$ cat src/rtl/morse_symbol_ctrl.sv
// morse_symbol_ctrl: mark/space timing, dot/dash classification, letter assembly.
// Define MORSE_WORD_GAP_EN to include the GAP state and word_gap output.
module morse_symbol_ctrl #(
  parameter int unsigned CNT_BITS   = 8,
  parameter int unsigned DOT_MAX    = 2,
  parameter int unsigned LETTER_GAP = 3,
  parameter int unsigned WORD_GAP   = 7
) (
  input  logic       clk,
  input  logic       reset_n,
  input  logic       tick,
  input  logic       key,
  output logic       sym_valid,
  output logic       sym_dash,
  output logic       letter_valid,
  output logic [4:0] letter_code,
  output logic [2:0] letter_len,
  output logic       letter_err,
  output logic       word_gap
);

  typedef enum logic [1:0] {
    IDLE,
    MARK,
    SPACE,
    GAP
  } state_e;

  localparam logic [CNT_BITS-1:0] CNT_MAX = '1;
  localparam logic [CNT_BITS-1:0] DOT_LIM = CNT_BITS'(DOT_MAX);
  localparam logic [CNT_BITS-1:0] LG_CNT  = CNT_BITS'(LETTER_GAP);
`ifdef MORSE_WORD_GAP_EN
  localparam logic [CNT_BITS-1:0] WG_CNT  = CNT_BITS'(WORD_GAP);
`endif

  if (!(DOT_MAX < LETTER_GAP && LETTER_GAP < WORD_GAP &&
        WORD_GAP <= (2**CNT_BITS) - 1)) begin : g_cfg_err
    $error("morse_symbol_ctrl: inconsistent timing parameters");
  end

  state_e              state_q, state_d;
  logic [CNT_BITS-1:0] cnt_q, cnt_d, cnt_inc;
  logic                key_prev_q;
  logic                rise;
  logic                dash;
  logic [4:0]          code_q, code_d;
  logic [2:0]          len_q, len_d;
  logic                ovf_q, ovf_d;

  logic       sym_valid_q, sym_valid_d;
  logic       sym_dash_q, sym_dash_d;
  logic       letter_valid_q, letter_valid_d;
  logic [4:0] letter_code_q, letter_code_d;
  logic [2:0] letter_len_q, letter_len_d;
  logic       letter_err_q, letter_err_d;
  logic       word_gap_q, word_gap_d;

  always_ff @(posedge clk) begin
    if (!reset_n) begin
      state_q        <= IDLE;
      cnt_q          <= '0;
      key_prev_q     <= 1'b1;
      code_q         <= '0;
      len_q          <= '0;
      ovf_q          <= 1'b0;
      sym_valid_q    <= 1'b0;
      sym_dash_q     <= 1'b0;
      letter_valid_q <= 1'b0;
      letter_code_q  <= '0;
      letter_len_q   <= '0;
      letter_err_q   <= 1'b0;
      word_gap_q     <= 1'b0;
    end else begin
      state_q        <= state_d;
      cnt_q          <= cnt_d;
      key_prev_q     <= key;
      code_q         <= code_d;
      len_q          <= len_d;
      ovf_q          <= ovf_d;
      sym_valid_q    <= sym_valid_d;
      sym_dash_q     <= sym_dash_d;
      letter_valid_q <= letter_valid_d;
      letter_code_q  <= letter_code_d;
      letter_len_q   <= letter_len_d;
      letter_err_q   <= letter_err_d;
      word_gap_q     <= word_gap_d;
    end
  end

  // A tick on a key-edge cycle belongs to the interval that is ending.
  assign cnt_inc = (tick && cnt_q != CNT_MAX) ? cnt_q + 1'b1 : cnt_q;
  assign rise    = key & ~key_prev_q;
  assign dash    = cnt_inc > DOT_LIM;

  always_comb begin
    state_d        = state_q;
    cnt_d          = cnt_inc;
    code_d         = code_q;
    len_d          = len_q;
    ovf_d          = ovf_q;
    sym_valid_d    = 1'b0;
    sym_dash_d     = sym_dash_q;
    letter_valid_d = 1'b0;
    letter_code_d  = letter_code_q;
    letter_len_d   = letter_len_q;
    letter_err_d   = letter_err_q;
    word_gap_d     = 1'b0;
    unique case (state_q)
      IDLE: begin
        if (rise) begin
          state_d = MARK;
          cnt_d   = '0;
          code_d  = '0;
          len_d   = '0;
          ovf_d   = 1'b0;
        end
      end
      MARK: begin
        if (!key) begin
          cnt_d = '0;
          if (cnt_inc == '0) begin
            state_d = (len_q != '0) ? SPACE : IDLE;
          end else begin
            state_d     = SPACE;
            sym_valid_d = 1'b1;
            sym_dash_d  = dash;
            if (len_q < 3'd5) begin
              code_d = {code_q[3:0], dash};
              len_d  = len_q + 3'd1;
            end else begin
              ovf_d = 1'b1;
            end
          end
        end
      end
      SPACE: begin
        if (cnt_inc >= LG_CNT) begin
          letter_valid_d = 1'b1;
          letter_code_d  = code_q;
          letter_len_d   = len_q;
          letter_err_d   = ovf_q;
          if (rise) begin
            state_d = MARK;
            cnt_d   = '0;
            code_d  = '0;
            len_d   = '0;
            ovf_d   = 1'b0;
          end else begin
`ifdef MORSE_WORD_GAP_EN
            state_d = GAP;
`else
            state_d = IDLE;
            cnt_d   = '0;
`endif
          end
        end else if (rise) begin
          state_d = MARK;
          cnt_d   = '0;
        end
      end
`ifdef MORSE_WORD_GAP_EN
      GAP: begin
        if (cnt_inc >= WG_CNT) begin
          word_gap_d = 1'b1;
        end
        if (rise) begin
          state_d = MARK;
          cnt_d   = '0;
          code_d  = '0;
          len_d   = '0;
          ovf_d   = 1'b0;
        end else if (cnt_inc >= WG_CNT) begin
          state_d = IDLE;
          cnt_d   = '0;
        end
      end
`endif
      default: begin
        state_d = IDLE;
        cnt_d   = '0;
      end
    endcase
  end

  assign sym_valid    = sym_valid_q;
  assign sym_dash     = sym_dash_q;
  assign letter_valid = letter_valid_q;
  assign letter_code  = letter_code_q;
  assign letter_len   = letter_len_q;
  assign letter_err   = letter_err_q;
  assign word_gap     = word_gap_q;

endmodule
$ cat config.mk
export PLATFORM = sky130hd
export DESIGN_NAME = morse_symbol_ctrl
export DESIGN_NICKNAME = d
export VERILOG_FILES = /design/src/rtl/morse_symbol_ctrl.sv
export SDC_FILE = /design/constraint.sdc
export NUM_CORES = 1
export LEC_CHECK = 0
export CORE_ASPECT_RATIO = 1.75
export CORE_MARGIN = 10
export CORE_UTILIZATION = 55
export DETAILED_ROUTE_END_ITERATION = 8
export GPL_TIMING_DRIVEN = 0
export PLACE_DENSITY = 0.78
export SYNTH_ARGS = -nofsm -noshare
export SYNTH_HDL_FRONTEND = slang
export SYNTH_SLANG_ARGS = --single-unit
$ cat constraint.sdc
create_clock -name clk -period 2.45 [get_ports clk]
set_input_delay 0.245 -clock clk [delete_from_list [all_inputs] [get_ports clk]]
set_output_delay 0.245 -clock clk [all_outputs]
set_load 0.01 [all_outputs]
==> impl_metrics.tcl <==
set metrics [dict create \
    outcome "finished, final reports clean" \
    ant_nets 0 \
    timing.rr.end "code_q[2]$_SDFFE_PN0P_" \
    worst_slack_ns 0.1560 \
    nNetsFinal 202 \
    power_mw 0.9931 \
    fillers 233 \
    end_kind "flip-flop" \
    worstHoldPathType "reg -> reg" \
    clkSlewWorstSetupHoldPaths_ns 0.06 \
    grt_pass1_wl_um 5540 \
    worstSkewPairLatency_ns 0.28 \
    post-route-util_pct 68.60 \
    dpl.hpwl_um 2454 \
    whs_endpoint "code_q[4]$_SDFFE_PN0P_" \
    vias 1273 \
    fin_crit_sh_pct 93.63 \
    syn_to_final_growth_pct 21.10 \
    grt_usage_pct 13.43 \
    synth_area_um2 1524 \
    tns_ns 0 \
    tritoncts "built" \
    yosysSeqAreaShare_pct 42.04 \
    dieArea_um2 5359 \
    pre_cts_ws_ns -0.2074 \
    worst_pin_slew_ns 0.5865 \
    cts_buffers 5 \
    clock.fmax_mhz 435.9 \
    rows 25 \
    htree_levels 2 \
    critPathKind "reg -> reg" \
    num_io_pins 17 \
    power_density_nw_per_um2 538.1 \
    die_w_um 59.79 \
    min_path_cells 2 \
    finalSetupViolations 0 \
    synth.ff_latch_count 32 \
    postSynthNetCount 175 \
    drive_gt1_share_pct 14.87 \
    fp.dieH_um 89.64 \
    fin_skew_ns 0.002990 \
    final_cell_mix "31 x dfxtp_1, 19 x nor2_1, 15 x clkdlybuf4s50_1" \
    r2r_cells 7 \
    io_buffer_count 15 \
    peakVddDrop_mv 0.3425 \
    grt_pass1_vias 1299 \
    viasPerCell 5.734 \
    arrival_ns 2.46 \
    hp-start "code_q[4]$_SDFFE_PN0P_" \
    initial_utilization_pct 56.65 \
    critPathLaunchType "flip-flop" \
    worstReg2RegStart "cnt_q[1]$_SDFF_PN0_" \
    gp_congestion 0.8845 \
    wl_per_cell_um 14.78 \
    drtPass1Iterations 4 \
    final_common_cell "dfxtp_1" \
    routed_wl_um 3282 \
    ys_warn_count 0 \
    rrSetupSlack_ns 0.16 \
    maxCapViolCount 0 \
    drc 0 \
    cts.sinks 32 \
    grt_max_degree 11 \
    syn_inst 168 \
    cts.path.max_buffers 2 \
    ctsRootBufferMaster "clkbuf_8" \
    hold_viol 0 \
    fin_cells 222 \
    period_needed_ns 2.294 \
    diodes 0 \
    grt_antenna_before_repair 0 \
    p_leak_nw 0.6497 \
    required_ns 2.61 \
    initialDrtViolationCount 50 \
    avgSynthCellArea_um2 9.071 \
    relSlewSlack_pct 60.49 \
    slew_violations 0 \
    cp_max_fo 7 \
    place_inst 210 \
    synth.distinct_cells 40 \
    core_um2 2690 \
    rsz0062_at_grt "false" \
    overflow 0 \
]
==> cell usage after synthesis, drive strengths merged <==
cell type	n	area, µm²
nor2b	2	12.51
nand2	14	52.55
conb	1	3.750
a2111oi	1	27.53
xnor2	4	35.03
and4	1	8.760
ha	3	37.54
o22ai	6	37.54
or3b	1	8.760
a211oi	1	12.51
nor3b	2	15.01
nor3	5	25.02
nand4b	1	8.760
clkbuf	2	7.510
buf	5	36.28
nand3	4	20.02
or2	3	18.77
a21oi	8	43.79
a311oi	1	8.760
mux2	1	11.26
inv	9	33.78
nand2b	4	25.02
and3	4	25.02
dfxtp	32	640.6
and2	2	12.51
nor2	19	71.32
o21ai	7	35.03
a31o	1	8.760
o32ai	2	17.52
nand4	5	46.29
or3	1	6.260
mux2i	12	120.1
xor2	2	17.52
a31oi	1	6.260
o2111ai	1	26.28
==> what timing repair did <==
item	CTS	global route
setup endpoints to repair	26	21
pin swaps	1	2
endpoints found under the hold margin	0	0
setup buffers	0	5
hold buffers	0	0
gates resized for setup	3	2
==> metal layers <==
metal / track usage, % / wire length (µm) / vias to the layer above
met5: 0 / 0 / -
met4: 9.426 / 93 / 0
met3: 4.507 / 173 / 10
met2: 23.97 / 1776 / 25
met1: 12.02 / 1239 / 600
li1: - / - / 638
==> how the worst max path moves through the flow <==
stage / endpoint / start / depth (start not counted) / slack (ns)
6_report: code_q[2]$_SDFFE_PN0P_ / cnt_q[1]$_SDFF_PN0_ / 7 / 0.16
5_1_grt: code_q[3]$_SDFFE_PN0P_ / cnt_q[1]$_SDFF_PN0_ / 7 / 0.01
2_1_floorplan: code_q[1]$_SDFFE_PN0P_ / cnt_q[0]$_SDFF_PN0_ / 7 / 0.20
3_5_place_dp: code_q[2]$_SDFFE_PN0P_ / cnt_q[0]$_SDFF_PN0_ / 7 / -0.21
4_1_cts: cnt_q[4]$_SDFF_PN0_ / cnt_q[1]$_SDFF_PN0_ / 8 / 0.02
3_3_place_gp: code_q[2]$_SDFFE_PN0P_ / cnt_q[0]$_SDFF_PN0_ / 7 / -0.13
==> metrics by stage <==
stage	hold slack, ns	cell area (µm²)
2_1_floorplan	0.3501	1524
3_3_place_gp	0.4571	1708
3_5_place_dp	0.4710	1708
4_1_cts	0.4796	1798
5_1_grt	0.5159	1846
6_report	0.4801	1846
==> registers in the layout (all words and copies together), names as in the netlist <==
signal        flops
cnt_q             8
code_q            5
key_prev_q        1
len_q             3
letter_code       5
letter_err        1
letter_len        3
letter_valid      1
ovf_q             1
state_q           2
sym_dash          1
sym_valid         1
==> cells by family after synthesis <==
logic type / synth area share (%)
simple gates: 23.40
flops: 42.04
compound gates: 14.70
buf+inv: 5.090
mux: 8.621
xor+xnor: 3.448
fa+ha+maj: 2.463
other cells: 0.2461
==> final cells by class <==
type                            instances  area (µm²)  area share (%)
Buffer                                  7       46.29           2.508
Clock buffer                            6       72.57           3.932
Clock inverter                          1       5.005          0.2712
Inverter                                9       33.78           1.831
Multi-Input combinational cell        120       824.5           44.68
Sequential cell                        32       641.9           34.78
Tap cell                               27       33.78           1.831
Timing Repair Buffer                   20       187.7           10.17
==> worst max-delay path, stage by stage (launching register included) <==
cell,delay [ns]
dfxtp_1,0.42
ha_1,0.27
nand4_1,0.21
o21ai_4,0.29
mux2_2,0.39
a31o_2,0.28
a21oi_4,0.20
o22ai_1,0.12
==> where the power goes <==
| part | switching [mW] | internal (mW) | total, mW |
|---|---|---|---|
| registers | 0.00815 | 0.527 | 0.535 |
| logic | 0.0504 | 0.0358 | 0.0862 |
| clock network | 0.180 | 0.193 | 0.372 |
(Power assumes the default switching activity.)
